**config.mk**
```make
export PLATFORM = sky130hd
export DESIGN_NAME = prio_scan_enc
export DESIGN_NICKNAME = d
export VERILOG_FILES = /design/src/rtl/prio_scan_enc.sv
export SDC_FILE = /design/constraint.sdc
export NUM_CORES = 1
export LEC_CHECK = 0
export ABC_AREA = 1
export BUFFER_PORTS_ARGS = -buffer_cell sky130_fd_sc_hd__buf_2
export CAP_MARGIN = 20
export CORE_MARGIN = 2
export CORE_UTILIZATION = 59
export CTS_CLUSTER_DIAMETER = 50
export DETAILED_ROUTE_END_ITERATION = 16
export PLACE_DENSITY = 0.9
export SLEW_MARGIN = 20
export SYNTH_ARGS = -nofsm -noshare
export SYNTH_HDL_FRONTEND = slang
export SYNTH_SLANG_ARGS = --single-unit
```
**constraint.sdc**
```tcl
create_clock -name CLK -period 3.65 [get_ports CLK]
set_input_delay 0.365 -clock CLK [delete_from_list [all_inputs] [get_ports CLK]]
set_output_delay 0.365 -clock CLK [all_outputs]
set_load 0.02 [all_outputs]
```
**src/rtl/prio_scan_enc.sv**
```systemverilog
// Priority scan encoder: captures a request vector, then hands out its set-bit indices one per
// Valid/Ready handshake. Define PRIO_LSB_FIRST_EN for ascending grant order (default: MSB first).
module prio_scan_enc #(
   parameter int N = 8,
   localparam int W = (N > 1) ? $clog2(N) : 1
) (
   input  logic         CLK,
   input  logic         RST_n,
   input  logic         EN,
   input  logic         Start,
   input  logic [N-1:0] In,
   input  logic         Ready,
   output logic [W-1:0] Y,
   output logic         Valid,
   output logic         Busy,
   output logic         Done,
   output logic         None
);

   typedef enum logic [1:0] {
      S_IDLE = 2'd0,
      S_SCAN = 2'd1,
      S_FIN  = 2'd2
   } state_t;

   state_t         r_state;
   logic [N-1:0]   r_mask;
   logic [W-1:0]   r_y;
   logic           r_valid;
   logic           r_busy;
   logic           r_done;
   logic           r_none;
   logic           r_zero;

   logic           w_take;
   logic [N-1:0]   w_bit;
   logic [N-1:0]   w_mask_next;
   logic [W-1:0]   w_pick_in;
   logic [W-1:0]   w_pick_next;

   // Index of the bit that is granted first from vector m.
   function automatic logic [W-1:0] f_pick(input logic [N-1:0] m);
      logic [W-1:0] idx;
      idx = '0;
`ifdef PRIO_LSB_FIRST_EN
      for (int i = N - 1; i >= 0; i--) begin
         if (m[i]) idx = W'(i);
      end
`else
      for (int i = 0; i < N; i++) begin
         if (m[i]) idx = W'(i);
      end
`endif
      return idx;
   endfunction

   // Only a handshake actually presented to the consumer clears a bit.
   assign w_take      = r_valid & Ready;
   assign w_bit       = N'(1) << r_y;
   assign w_mask_next = w_take ? (r_mask & ~w_bit) : r_mask;
   assign w_pick_in   = f_pick(In);
   assign w_pick_next = f_pick(w_mask_next);

   always_ff @(posedge CLK or negedge RST_n) begin
      if (!RST_n) begin
         r_state <= S_IDLE;
         r_mask  <= '0;
         r_y     <= '0;
         r_valid <= 1'b0;
         r_busy  <= 1'b0;
         r_done  <= 1'b0;
         r_none  <= 1'b0;
         r_zero  <= 1'b0;
      end else if (EN) begin
         r_done <= 1'b0;
         r_none <= 1'b0;
         case (r_state)
            S_IDLE: begin
               if (Start) begin
                  r_mask <= In;
                  r_zero <= (In == '0);
                  if (In != '0) begin
                     r_state <= S_SCAN;
                     r_valid <= 1'b1;
                     r_y     <= w_pick_in;
                     r_busy  <= 1'b1;
                  end else begin
                     r_state <= S_FIN;
                  end
               end
            end
            S_SCAN: begin
               r_mask <= w_mask_next;
               if (w_mask_next == '0) begin
                  r_state <= S_FIN;
                  r_valid <= 1'b0;
                  r_y     <= '0;
                  r_busy  <= 1'b0;
               end else begin
                  r_valid <= 1'b1;
                  r_y     <= w_pick_next;
               end
            end
            S_FIN: begin
               r_done  <= 1'b1;
               r_none  <= r_zero;
               r_state <= S_IDLE;
            end
            default: begin
               r_state <= S_IDLE;
               r_valid <= 1'b0;
               r_y     <= '0;
               r_busy  <= 1'b0;
            end
         endcase
      end else begin
         // Frozen: state and mask hold, the index is re-derived from the mask on resume.
         r_valid <= 1'b0;
         r_y     <= '0;
         r_done  <= 1'b0;
         r_none  <= 1'b0;
      end
   end

   assign Y     = r_y;
   assign Valid = r_valid;
   assign Busy  = r_busy;
   assign Done  = r_done;
   assign None  = r_none;

endmodule
```
==> results of run 1 <==
==> placed cells by master, fill, tap and decap left out <==
cell type and count:
sky130_fd_sc_hd__o21ai_1 5, sky130_fd_sc_hd__o211ai_1 5, sky130_fd_sc_hd__nand2_1 56, sky130_fd_sc_hd__o21bai_1 1, sky130_fd_sc_hd__dfrtp_1 18, sky130_fd_sc_hd__nor2_4 3
sky130_fd_sc_hd__nor2_8 1, sky130_fd_sc_hd__clkinv_8 1, sky130_fd_sc_hd__inv_1 19, sky130_fd_sc_hd__nand3_1 6, sky130_fd_sc_hd__o21ai_0 4, sky130_fd_sc_hd__a21oi_1 10
sky130_fd_sc_hd__a21oi_2 2, sky130_fd_sc_hd__nor4_4 1, sky130_fd_sc_hd__o22ai_1 1, sky130_fd_sc_hd__clkbuf_8 1, sky130_fd_sc_hd__nor2_1 6, sky130_fd_sc_hd__inv_4 1
sky130_fd_sc_hd__o21ai_4 1, sky130_fd_sc_hd__clkbuf_4 3, sky130_fd_sc_hd__or2_4 1, sky130_fd_sc_hd__nand2_8 1, sky130_fd_sc_hd__nand2_2 1, sky130_fd_sc_hd__nor3_1 1
sky130_fd_sc_hd__dlygate4sd3_1 1, sky130_fd_sc_hd__nand3_2 1, sky130_fd_sc_hd__buf_2 19, sky130_fd_sc_hd__inv_2 1, sky130_fd_sc_hd__o21ai_2 4, sky130_fd_sc_hd__nand4_2 1
sky130_fd_sc_hd__nor2_2 1
==> logic make-up after synthesis <==
family	Yosys count
and+or+nand+nor	80
AOI/OAI and AO/OA	33
buffers and inverters	23
DFF	18
==> worst paths after layout <==
| kind | start | end | slack, ns | cells past startpoint |
|---|---|---|---|---|
| min in group asynchronous | RST_n | r_mask[3] | 0.51 | 2 |
| setup / recovery | Y[1] | Busy | 2.03 | 10 |
| hold reg to reg | r_mask[4] | r_mask[4] | 0.49 | 2 |
| hold / removal | In[7] | r_mask[7] | 0.33 | 3 |
| setup reg to reg | Y[1] | Busy | 2.03 | 10 |
| max in group asynchronous | RST_n | Valid | 2.86 | 2 |
==> registers in the layout (all words and copies together), names as in the netlist <==
signal   count
Valid        1
r_state      2
None         1
r_mask       8
Busy         1
r_zero       1
Y            3
Done         1
==> metrics by stage <==
stage | util [%] | power (W) | hold WS [ns]
4_1_cts | 70.0 | 0.00113 | 0.329
2_1_floorplan | - | 0.000850 | 0.0694
5_1_grt | 70.0 | 0.00122 | 0.355
6_report | 70.0 | 0.00113 | 0.328
3_3_place_gp | 67.6 | 0.000974 | 0.316
3_5_place_dp | 67.6 | 0.000999 | 0.318
==> per-layer routing <==
metal	GRT usage, %	up-vias
met5	0	-
met4	11.4	0
met3	4.63	13
met2	41.6	37
met1	29.7	512
li1	-	544
==> layout make-up <==
class                   instances  area, µm²
well taps                      27       33.8
repair buffers                 20        105
clock buffers                   4       36.3
multi-input cells             113        622
fillers                       156        577
inverters                      22       97.6
flip-flops and latches         18        450
==> power by group <==
group	internal, W	switching (W)
Combinational	0.000210	0.000425
Sequential	0.000288	0.0000845
Clock	0.0000609	0.0000676
==> worst max-delay path, cell delays in order (launching register included) <==
cell	delay (ns)
sky130_fd_sc_hd__dfrtp_1	0.42
sky130_fd_sc_hd__inv_1	0.11
sky130_fd_sc_hd__nand2_1	0.11
sky130_fd_sc_hd__o21ai_1	0.26
sky130_fd_sc_hd__nand2_1	0.10
sky130_fd_sc_hd__inv_1	0.10
sky130_fd_sc_hd__a21oi_2	0.07
sky130_fd_sc_hd__a21oi_2	0.16
sky130_fd_sc_hd__nand3_1	0.09
sky130_fd_sc_hd__nand2_1	0.06
sky130_fd_sc_hd__nand2_1	0.05
==> repair_timing <==
action,CTS,global route
setup buffers,0,0
hold endpoints to repair,18,0
hold buffers,1,0
==> flow_summary.yaml, run 1 <==
route:
  topRoutingLayerUsed: "met4"
  detailedRoute.firstPassIterationCount: 4
  routed-wl-met3_um: 119
  avgRoutedWirePerCell_um: 13.2
  dr_iter_0_viols: 39
  count_of_unresolved_drc_violations_after_routing: 0
  finalWirelength_um: 2690
  wirelength_met1_um: 1150
  num_vias: 1106
  post_drt_via_cell_ratio: 5.42
  drtAntennaViolNets: 0
  met2WireLength_um: 1330
power:
  ir_drop_v: 0.000676
  p_leak_nw: 0.706
  power.density_cell_area_mw_per_mm2: 844
final_layout:
  finalNonFillerCells: 204
  final_net_count: 191
  layout-area-overhead-vs-synth_pct: 14.5
  final_area_mm2: 0.00135
  antennaDiodeCount: 0
  drive_gt1_share_pct: 24.9
synthesis:
  cell_variety_after_synth: 28
  synth-edff-count: 0
  synthesis.area_per_instance_um2: 7.63
  synth_top_family_by_area: "simple AND/OR/NAND/NOR gates"
  postSynth.asyncResetShare_pct: 100
  syn-num-nets: 167
  xor_xnor_share_of_the_synthesized_area_pct: 0
  synth_common_cells: "sky130_fd_sc_hd__nand2_1, sky130_fd_sc_hd__inv_1, sky130_fd_sc_hd__dfrtp_1, sky130_fd_sc_hd__a21oi_1"
  yosysTopAreaCell: "sky130_fd_sc_hd__dfrtp_1"
  synth.ff_latch_count: 18
  synthesis.instances: 154
  synthSimpleGateAreaFrac_pct: 34.6
  ys.warnings.count: 0
  yosys.cell_count.top_type: "sky130_fd_sc_hd__nand2_1"
  syn-cell-area_mm2: 0.00117
  ys.flop_type: "sky130_fd_sc_hd__dfrtp_1"
  yosysTopAreaCellShare_pct: 38.3
  muxShareOfSynthArea_pct: 0
  synth-compound-area-share_pct: 18.3
  post_synth_main_area_contributors: "sky130_fd_sc_hd__dfrtp_1, sky130_fd_sc_hd__nand2_1, sky130_fd_sc_hd__inv_1, sky130_fd_sc_hd__a21oi_1, sky130_fd_sc_hd__o211ai_1"
  synth_adder_area_share_pct: 0
  yosysSeqAreaShare_pct: 38.3
die:
  pin_count: 20
  floorplan.die.width_um: 48.6
  floorplan.initialDensity_pct: 61.1
  fp.dieH_um: 48.6
  placementRows: 16
  floorplan.die_area_mm2: 0.00236
  placeableCoreArea_mm2: 0.00192
sta:
  worst-slew-pin-transition_ns: 0.401
  slew-limit-headroom_pct: 73.3
  final-hold-violation-count: 0
  report.final.slew_viol_count: 0
  maxClockFrequency_ghz: 0.617
  setup-violations-final: 0
  accumulated_negative_setup_slack_ns: 0
  fin_skew_ns: 0.00533
  grt_setup_unrepaired: "no"
  timing.final.ws_setup_ns: 2.03
  min_period_over_period_pct: 44.4
  period_minus_slack_ns: 1.62
setup_path:
  cp-start-kind: "flip-flop"
  worstPathArrival_ns: 1.83
  crit_path_kind: "flip-flop to flip-flop"
  critPathCaptureType: "flip-flop"
  critical_path_required_ns: 3.86
  crit_fanout: 4
placed_design:
  placed_cell_area_mm2: 0.00130
  gpl.final_weighted_congestion: 0.982
  place_worst_setup_slack_ns: 2.06
  dp.cells: 199
  hpwlAfterDp_um: 2110
  portBuffers: 19
worst_hold_path:
  worstHoldPathType: "input port to flip-flop"
global_routing:
  grt_start_max_net_pins: 19
  grt_first_pass_wirelength_um: 4470
  antenna_found_initial: 0
  first_global_vias: 1081
  total_congestion_overflow: 0
  groute.usage.overall_pct: 24.4
status:
  outcome: "finished clean"
clocking:
  htreeDepth: 1
  cts.reportedPaths.clkPinSlew_ns: 0.11
  cts_buffer_depth: 2
  worstSkewPairLatency_ns: 0.30
  cts_tree: "built"
  cts.repair.resized: 0
  numCtsBuffers: 3
  cts_root_buffer: "sky130_fd_sc_hd__clkbuf_4"
  clock_sink_count: 18
run:
  max-cap-violations: 0
No activity file was read; power rests on OpenSTA's default activity.
==> run 2, diff against run 1 <==
ABC_AREA = 0   (was 1)
CORE_UTILIZATION = 54   (was 59)
PLACE_DENSITY = 0.85   (was 0.9)
clock period = 1.5 ns   (was 3.65 ns; I/O delays follow)
==> flow_summary.yaml, run 2 <==
route:
  topRoutingLayerUsed: "met4"
  count_of_unresolved_drc_violations_after_routing: 0
  drtAntennaViolNets: 0
  avgRoutedWirePerCell_um: 18.2
  detailedRoute.firstPassIterationCount: 4
  routed-wl-met3_um: 242
  post_drt_via_cell_ratio: 6.41
  finalWirelength_um: 3580
  wirelength_met1_um: 1480
  dr_iter_0_viols: 50
  num_vias: 1263
  met2WireLength_um: 1760
die:
  fp.dieH_um: 49.2
  placementRows: 16
  pin_count: 20
  floorplan.die.width_um: 49.2
  floorplan.die_area_mm2: 0.00242
  placeableCoreArea_mm2: 0.00194
  floorplan.initialDensity_pct: 56.8
sta:
  min_period_over_period_pct: 117
  finalHoldWorstSlack_ns: 0.0968
  accumulated_negative_setup_slack_ns: -1.53
  period_minus_slack_ns: 1.76
  grt_setup_unrepaired: "yes"
  worst-slew-pin-transition_ns: 0.413
  report.final.slew_viol_count: 0
  fin_skew_ns: 0.00799
  final-hold-violation-count: 0
  maxClockFrequency_ghz: 0.568
  slew-limit-headroom_pct: 72.5
  timing.final.ws_setup_ns: -0.261
  setup-violations-final: 10
power:
  cell_internal_pwr_w: 0.00169
  comb_power_share_pct: 60.4
  ir_drop_v: 0.00126
  power_switching_share_pct: 40.4
  power.density_cell_area_mw_per_mm2: 1780
  fin_total_pwr_w: 0.00284
  clkPwrFrac_pct: 10.8
  power.sequential.fraction_pct: 28.7
  p_leak_nw: 0.723
  total_net_switching_power_w: 0.00115
global_routing:
  first_global_vias: 1241
  total_congestion_overflow: 0
  groute.usage.overall_pct: 32.2
  grt_first_pass_wirelength_um: 5840
  antenna_found_initial: 0
  grt_start_max_net_pins: 19
synthesis:
  xor_xnor_share_of_the_synthesized_area_pct: 0
  synth-compound-area-share_pct: 33.7
  synthSimpleGateAreaFrac_pct: 22.7
  synthesis.instances: 120
  ys.flop_type: "sky130_fd_sc_hd__dfrtp_1"
  synthesis.area_per_instance_um2: 9.19
  cell_variety_after_synth: 43
  synth_top_family_by_area: "compound AO/OA/AOI/OAI gates"
  synth_adder_area_share_pct: 0
  yosysTopAreaCell: "sky130_fd_sc_hd__dfrtp_1"
  postSynth.asyncResetShare_pct: 100
  synth-edff-count: 0
  yosysSeqAreaShare_pct: 40.9
  ys.warnings.count: 0
  yosys.cell_count.top_type: "sky130_fd_sc_hd__dfrtp_1"
  synth.ff_latch_count: 18
  syn-cell-area_mm2: 0.00110
  syn-num-nets: 133
  post_synth_main_area_contributors: "sky130_fd_sc_hd__dfrtp_1, sky130_fd_sc_hd__o21ai_0, sky130_fd_sc_hd__nand2_1, sky130_fd_sc_hd__a311oi_4, sky130_fd_sc_hd__a22o_1"
  muxShareOfSynthArea_pct: 0
  yosysTopAreaCellShare_pct: 40.9
  synth_common_cells: "sky130_fd_sc_hd__dfrtp_1, sky130_fd_sc_hd__o21ai_0, sky130_fd_sc_hd__nand2_1, sky130_fd_sc_hd__nor2_1"
status:
  outcome: "finished with violations"
  failed_checks: "negative setup slack"
clocking:
  cts.reportedPaths.clkPinSlew_ns: 0.11
  worstSkewPairLatency_ns: 0.30
  numCtsBuffers: 3
  cts_buffer_depth: 2
  cts_root_buffer: "sky130_fd_sc_hd__clkbuf_4"
  cts_tree: "built"
  clock_sink_count: 18
  htreeDepth: 1
run:
  max-cap-violations: 0
worst_hold_path:
  worstHoldPathType: "input port to flip-flop"
final_layout:
  antennaDiodeCount: 0
  max_flop_register: "r_mask"
  n_fill_cell: 119
  drive_gt1_share_pct: 45.3
  layout-area-overhead-vs-synth_pct: 45.2
  final_net_count: 184
  largest_register_ffs: 8
  final_common_cell: "sky130_fd_sc_hd__buf_4"
  most-common-layout-cells: "sky130_fd_sc_hd__buf_4, sky130_fd_sc_hd__buf_2, sky130_fd_sc_hd__dfrtp_1"
placed_design:
  place_worst_setup_slack_ns: -0.220
  portBuffers: 19
  gpl.final_weighted_congestion: 0.942
  hpwlAfterDp_um: 2580
setup_path:
  worstPathArrival_ns: 1.96
  cp-start-kind: "flip-flop"
  critPathCaptureType: "flip-flop"
  critical_path_required_ns: 1.70
  crit_path_kind: "flip-flop to flip-flop"
  crit_fanout: 5
==> run 2: cell types whose count changed in the layout (fill, tap and decap cells not counted), sizes merged, moves of 4 or more <==
cell	change
nand2	-48
a21oi	-8
o211ai	-4
buf	+30
nor2	-5
nor2b	+4
inv	-17
==> run 2: metrics by stage <==
stage	std cells	instance area, µm²	util, %
floorplan	120	1120	-
detailed placement	188	1430	73.6
finish	197	1600	82.4
global placement	188	1430	73.6
global route	197	1600	82.4
CTS	196	1540	79.4
==> run 2: worst max-delay path, cell delays in order, from the launching register on <==
cell                       delay [ns]
sky130_fd_sc_hd__dfrtp_2         0.43
sky130_fd_sc_hd__buf_4           0.17
sky130_fd_sc_hd__o31a_2          0.37
sky130_fd_sc_hd__a311oi_4        0.37
sky130_fd_sc_hd__a31oi_1         0.13
sky130_fd_sc_hd__a22o_1          0.19
==> run 2: cell type report <==
| class | instances | area [µm²] | area share [%] |
|---|---|---|---|
| multi-input cells | 94 | 711 | 44.4 |
| repair buffers | 50 | 349 | 21.8 |
| clock buffers | 4 | 36.3 | 2.27 |
| well taps | 27 | 33.8 | 2.11 |
| inverters | 4 | 15.0 | 0.938 |
| flip-flops and latches | 18 | 455 | 28.5 |
==> run 2: path summary, 6_finish.rpt <==
check,slack [ns],endpoint,start,cells after the start
hold / removal,0.1,r_mask[3],In[3],2
setup / recovery,-0.26,Valid,Y[2],5
hold reg to reg,0.51,r_zero,r_zero,2
min in group asynchronous,0.31,r_mask[0],RST_n,2
max in group asynchronous,0.88,Y[2],RST_n,2
setup reg to reg,-0.26,Valid,Y[2],5
==> run 2: metal layers <==
metal	up-vias	track usage (%)
met1	612	40.8
met5	-	0
li1	561	-
met3	12	6.13
met2	78	51.8
met4	0	17.6
==> run 2: power groups by stage <==
stage                     clock network [W]  registers, W  logic, W
after floorplan                           0      0.000840  0.000702
after global placement                    0      0.000783   0.00134
after detailed placement                  0      0.000797   0.00138
after CTS                          0.000308      0.000801   0.00153
after global routing               0.000336      0.000832   0.00183
final                              0.000307      0.000817   0.00172
==> run 2: what timing repair did <==
action,CTS,global route
gates resized for setup,11,12
pin swaps,5,5
setup buffers,3,2
endpoints found under the hold margin,18,0
hold buffers,1,0
setup endpoints to repair,12,11
==> run 2: cells by family after synthesis <==
family / after synthesis
flops: 18
simple gates: 43
buf+inv: 8
compound gates: 51
==> run 3, diff against run 2 <==
CORE_UTILIZATION = 57   (was 54)
CTS_BUF_LIST = sky130_fd_sc_hd__clkbuf_4   (was unset)
PLACE_DENSITY = 0.88   (was 0.85)
REMOVE_ABC_BUFFERS = 1   (was unset)
==> flow_summary.yaml, run 3 (synthesized netlist as in run 2, its figures left out) <==
die:
  placeableCoreArea_mm2: 0.00176
  pin_count: 20
  floorplan.initialDensity_pct: 62.5
  fp.dieH_um: 48.0
  floorplan.die.width_um: 48.0
  placementRows: 15
  floorplan.die_area_mm2: 0.00230
global_routing:
  groute.usage.overall_pct: 36.7
  grt_first_pass_wirelength_um: 5600
  grt_start_max_net_pins: 28
  antenna_found_initial: 0
  total_congestion_overflow: 0
  first_global_vias: 1201
final_layout:
  final_net_count: 179
  largest_register_ffs: 8
  final_common_cell: "sky130_fd_sc_hd__buf_4"
  layout-area-overhead-vs-synth_pct: 38.7
  most-common-layout-cells: "sky130_fd_sc_hd__buf_4, sky130_fd_sc_hd__buf_2, sky130_fd_sc_hd__dfrtp_1"
  antennaDiodeCount: 0
  max_flop_register: "r_mask"
  drive_gt1_share_pct: 41.2
sta:
  finalHoldWorstSlack_ns: 0.0869
  min_period_over_period_pct: 131
  report.final.slew_viol_count: 0
  final-hold-violation-count: 0
  timing.final.ws_setup_ns: -0.469
  maxClockFrequency_ghz: 0.508
  period_minus_slack_ns: 1.97
  slew-limit-headroom_pct: 70.1
  setup-violations-final: 9
  grt_setup_unrepaired: "yes"
  fin_skew_ns: 0.00491
  worst-slew-pin-transition_ns: 0.445
clocking:
  numCtsBuffers: 3
  cts_root_buffer: "sky130_fd_sc_hd__clkbuf_4"
  cts.reportedPaths.clkPinSlew_ns: 0.11
  clock_sink_count: 18
  cts_tree: "built"
  worstSkewPairLatency_ns: 0.31
  htreeDepth: 1
  cts_buffer_depth: 2
setup_path:
  worstPathArrival_ns: 2.17
  cp-startpoint: "Y[1]"
  critPathCaptureType: "flip-flop"
  crit_path_kind: "flip-flop to flip-flop"
  cp-start-kind: "flip-flop"
  crit_fanout: 8
  critical_path_required_ns: 1.70
  r2r_start: "Y[1]"
power:
  ir_drop_v: 0.00151
  power.density_cell_area_mw_per_mm2: 1830
  p_leak_nw: 0.688
placed_design:
  portBuffers: 19
  gpl.final_weighted_congestion: 0.909
  hpwlAfterDp_um: 2400
  place_worst_setup_slack_ns: -0.336
worst_hold_path:
  worstHoldPathType: "input port to flip-flop"
  worstHoldStart: "In[0]"
route:
  dr_iter_0_viols: 101
  post_drt_via_cell_ratio: 7.00
  num_vias: 1330
  finalWirelength_um: 4200
  detailedRoute.firstPassIterationCount: 7
  count_of_unresolved_drc_violations_after_routing: 0
  drtAntennaViolNets: 0
  avgRoutedWirePerCell_um: 22.1
run:
  max-cap-violations: 0
status:
  outcome: "finished with violations"
  failed_checks: "negative setup slack"
## run 3: cell types whose count changed in the layout (fill, tap and decap cells not counted), moves of 2 or more
cell and change:
sky130_fd_sc_hd__o21ai_0 +2, sky130_fd_sc_hd__dfrtp_1 +2, sky130_fd_sc_hd__dfrtp_2 -2, sky130_fd_sc_hd__buf_6 -2, sky130_fd_sc_hd__buf_4 -3
## run 3: worst max-delay path, stage by stage (launching register included)
cell and delay (ns):
sky130_fd_sc_hd__dfrtp_1 0.44, sky130_fd_sc_hd__buf_4 0.18, sky130_fd_sc_hd__o31a_2 0.38, sky130_fd_sc_hd__a311oi_4 0.44, sky130_fd_sc_hd__a31oi_2 0.18, sky130_fd_sc_hd__a22o_1 0.24
## run 3: metrics by stage
stage	util (%)	area (µm²)	instances	setup TNS (ns)	total power, W
after floorplan	-	1090	116	-4.22	0.00150
after CTS	85.1	1500	189	-1.83	0.00254
after detailed placement	77.7	1370	181	-1.84	0.00206
final	86.7	1530	190	-2.52	0.00279
after global routing	86.7	1530	190	-2.91	0.00288
after global placement	77.7	1370	181	-1.18	0.00201
## run 3: area by class of cell
type,count,area [µm²]
repair buffers,45,304
clock inverters,1,3.75
inverters,4,15.0
clock buffers,3,22.5
multi-input cells,94,699
fillers,106,235
flip-flops and latches,18,453
well taps,25,31.3
## run 3: layer usage
layer | global-route usage, % | wire length (µm) | up-vias
met5 | 0 | 0 | -
met3 | 12.1 | 597 | 35
met2 | 59.5 | 1900 | 132
met1 | 42.2 | 1440 | 607
li1 | - | - | 556
met4 | 21.1 | 257 | 0
## run 3: path summary, 6_finish.rpt
| kind | to | cells past startpoint | slack [ns] |
|---|---|---|---|
| hold / removal | r_mask[0] | 2 | 0.09 |
| hold reg to reg | None | 1 | 0.54 |
| setup / recovery | Valid | 5 | -0.47 |
| max in group asynchronous | Valid | 2 | 0.90 |
| min in group asynchronous | r_mask[7] | 2 | 0.28 |
| setup reg to reg | Valid | 5 | -0.47 |
## run 3: power by group
part           internal, W  leakage [nW]  total [W]  switching [W]
Sequential        0.000641         0.220   0.000799       0.000158
Combinational     0.000837         0.452    0.00172       0.000879
Clock            0.0000974        0.0154   0.000276       0.000179
## run 3: repair_timing
item / 4_1_cts / 5_1_grt
pin swaps: 8 / 2
buffers inserted: 3 / 1
hold buffers: 1 / 0
hold endpoints to repair: 18 / 0
resized for setup: 14 / 7
setup endpoints to repair: 10 / 16
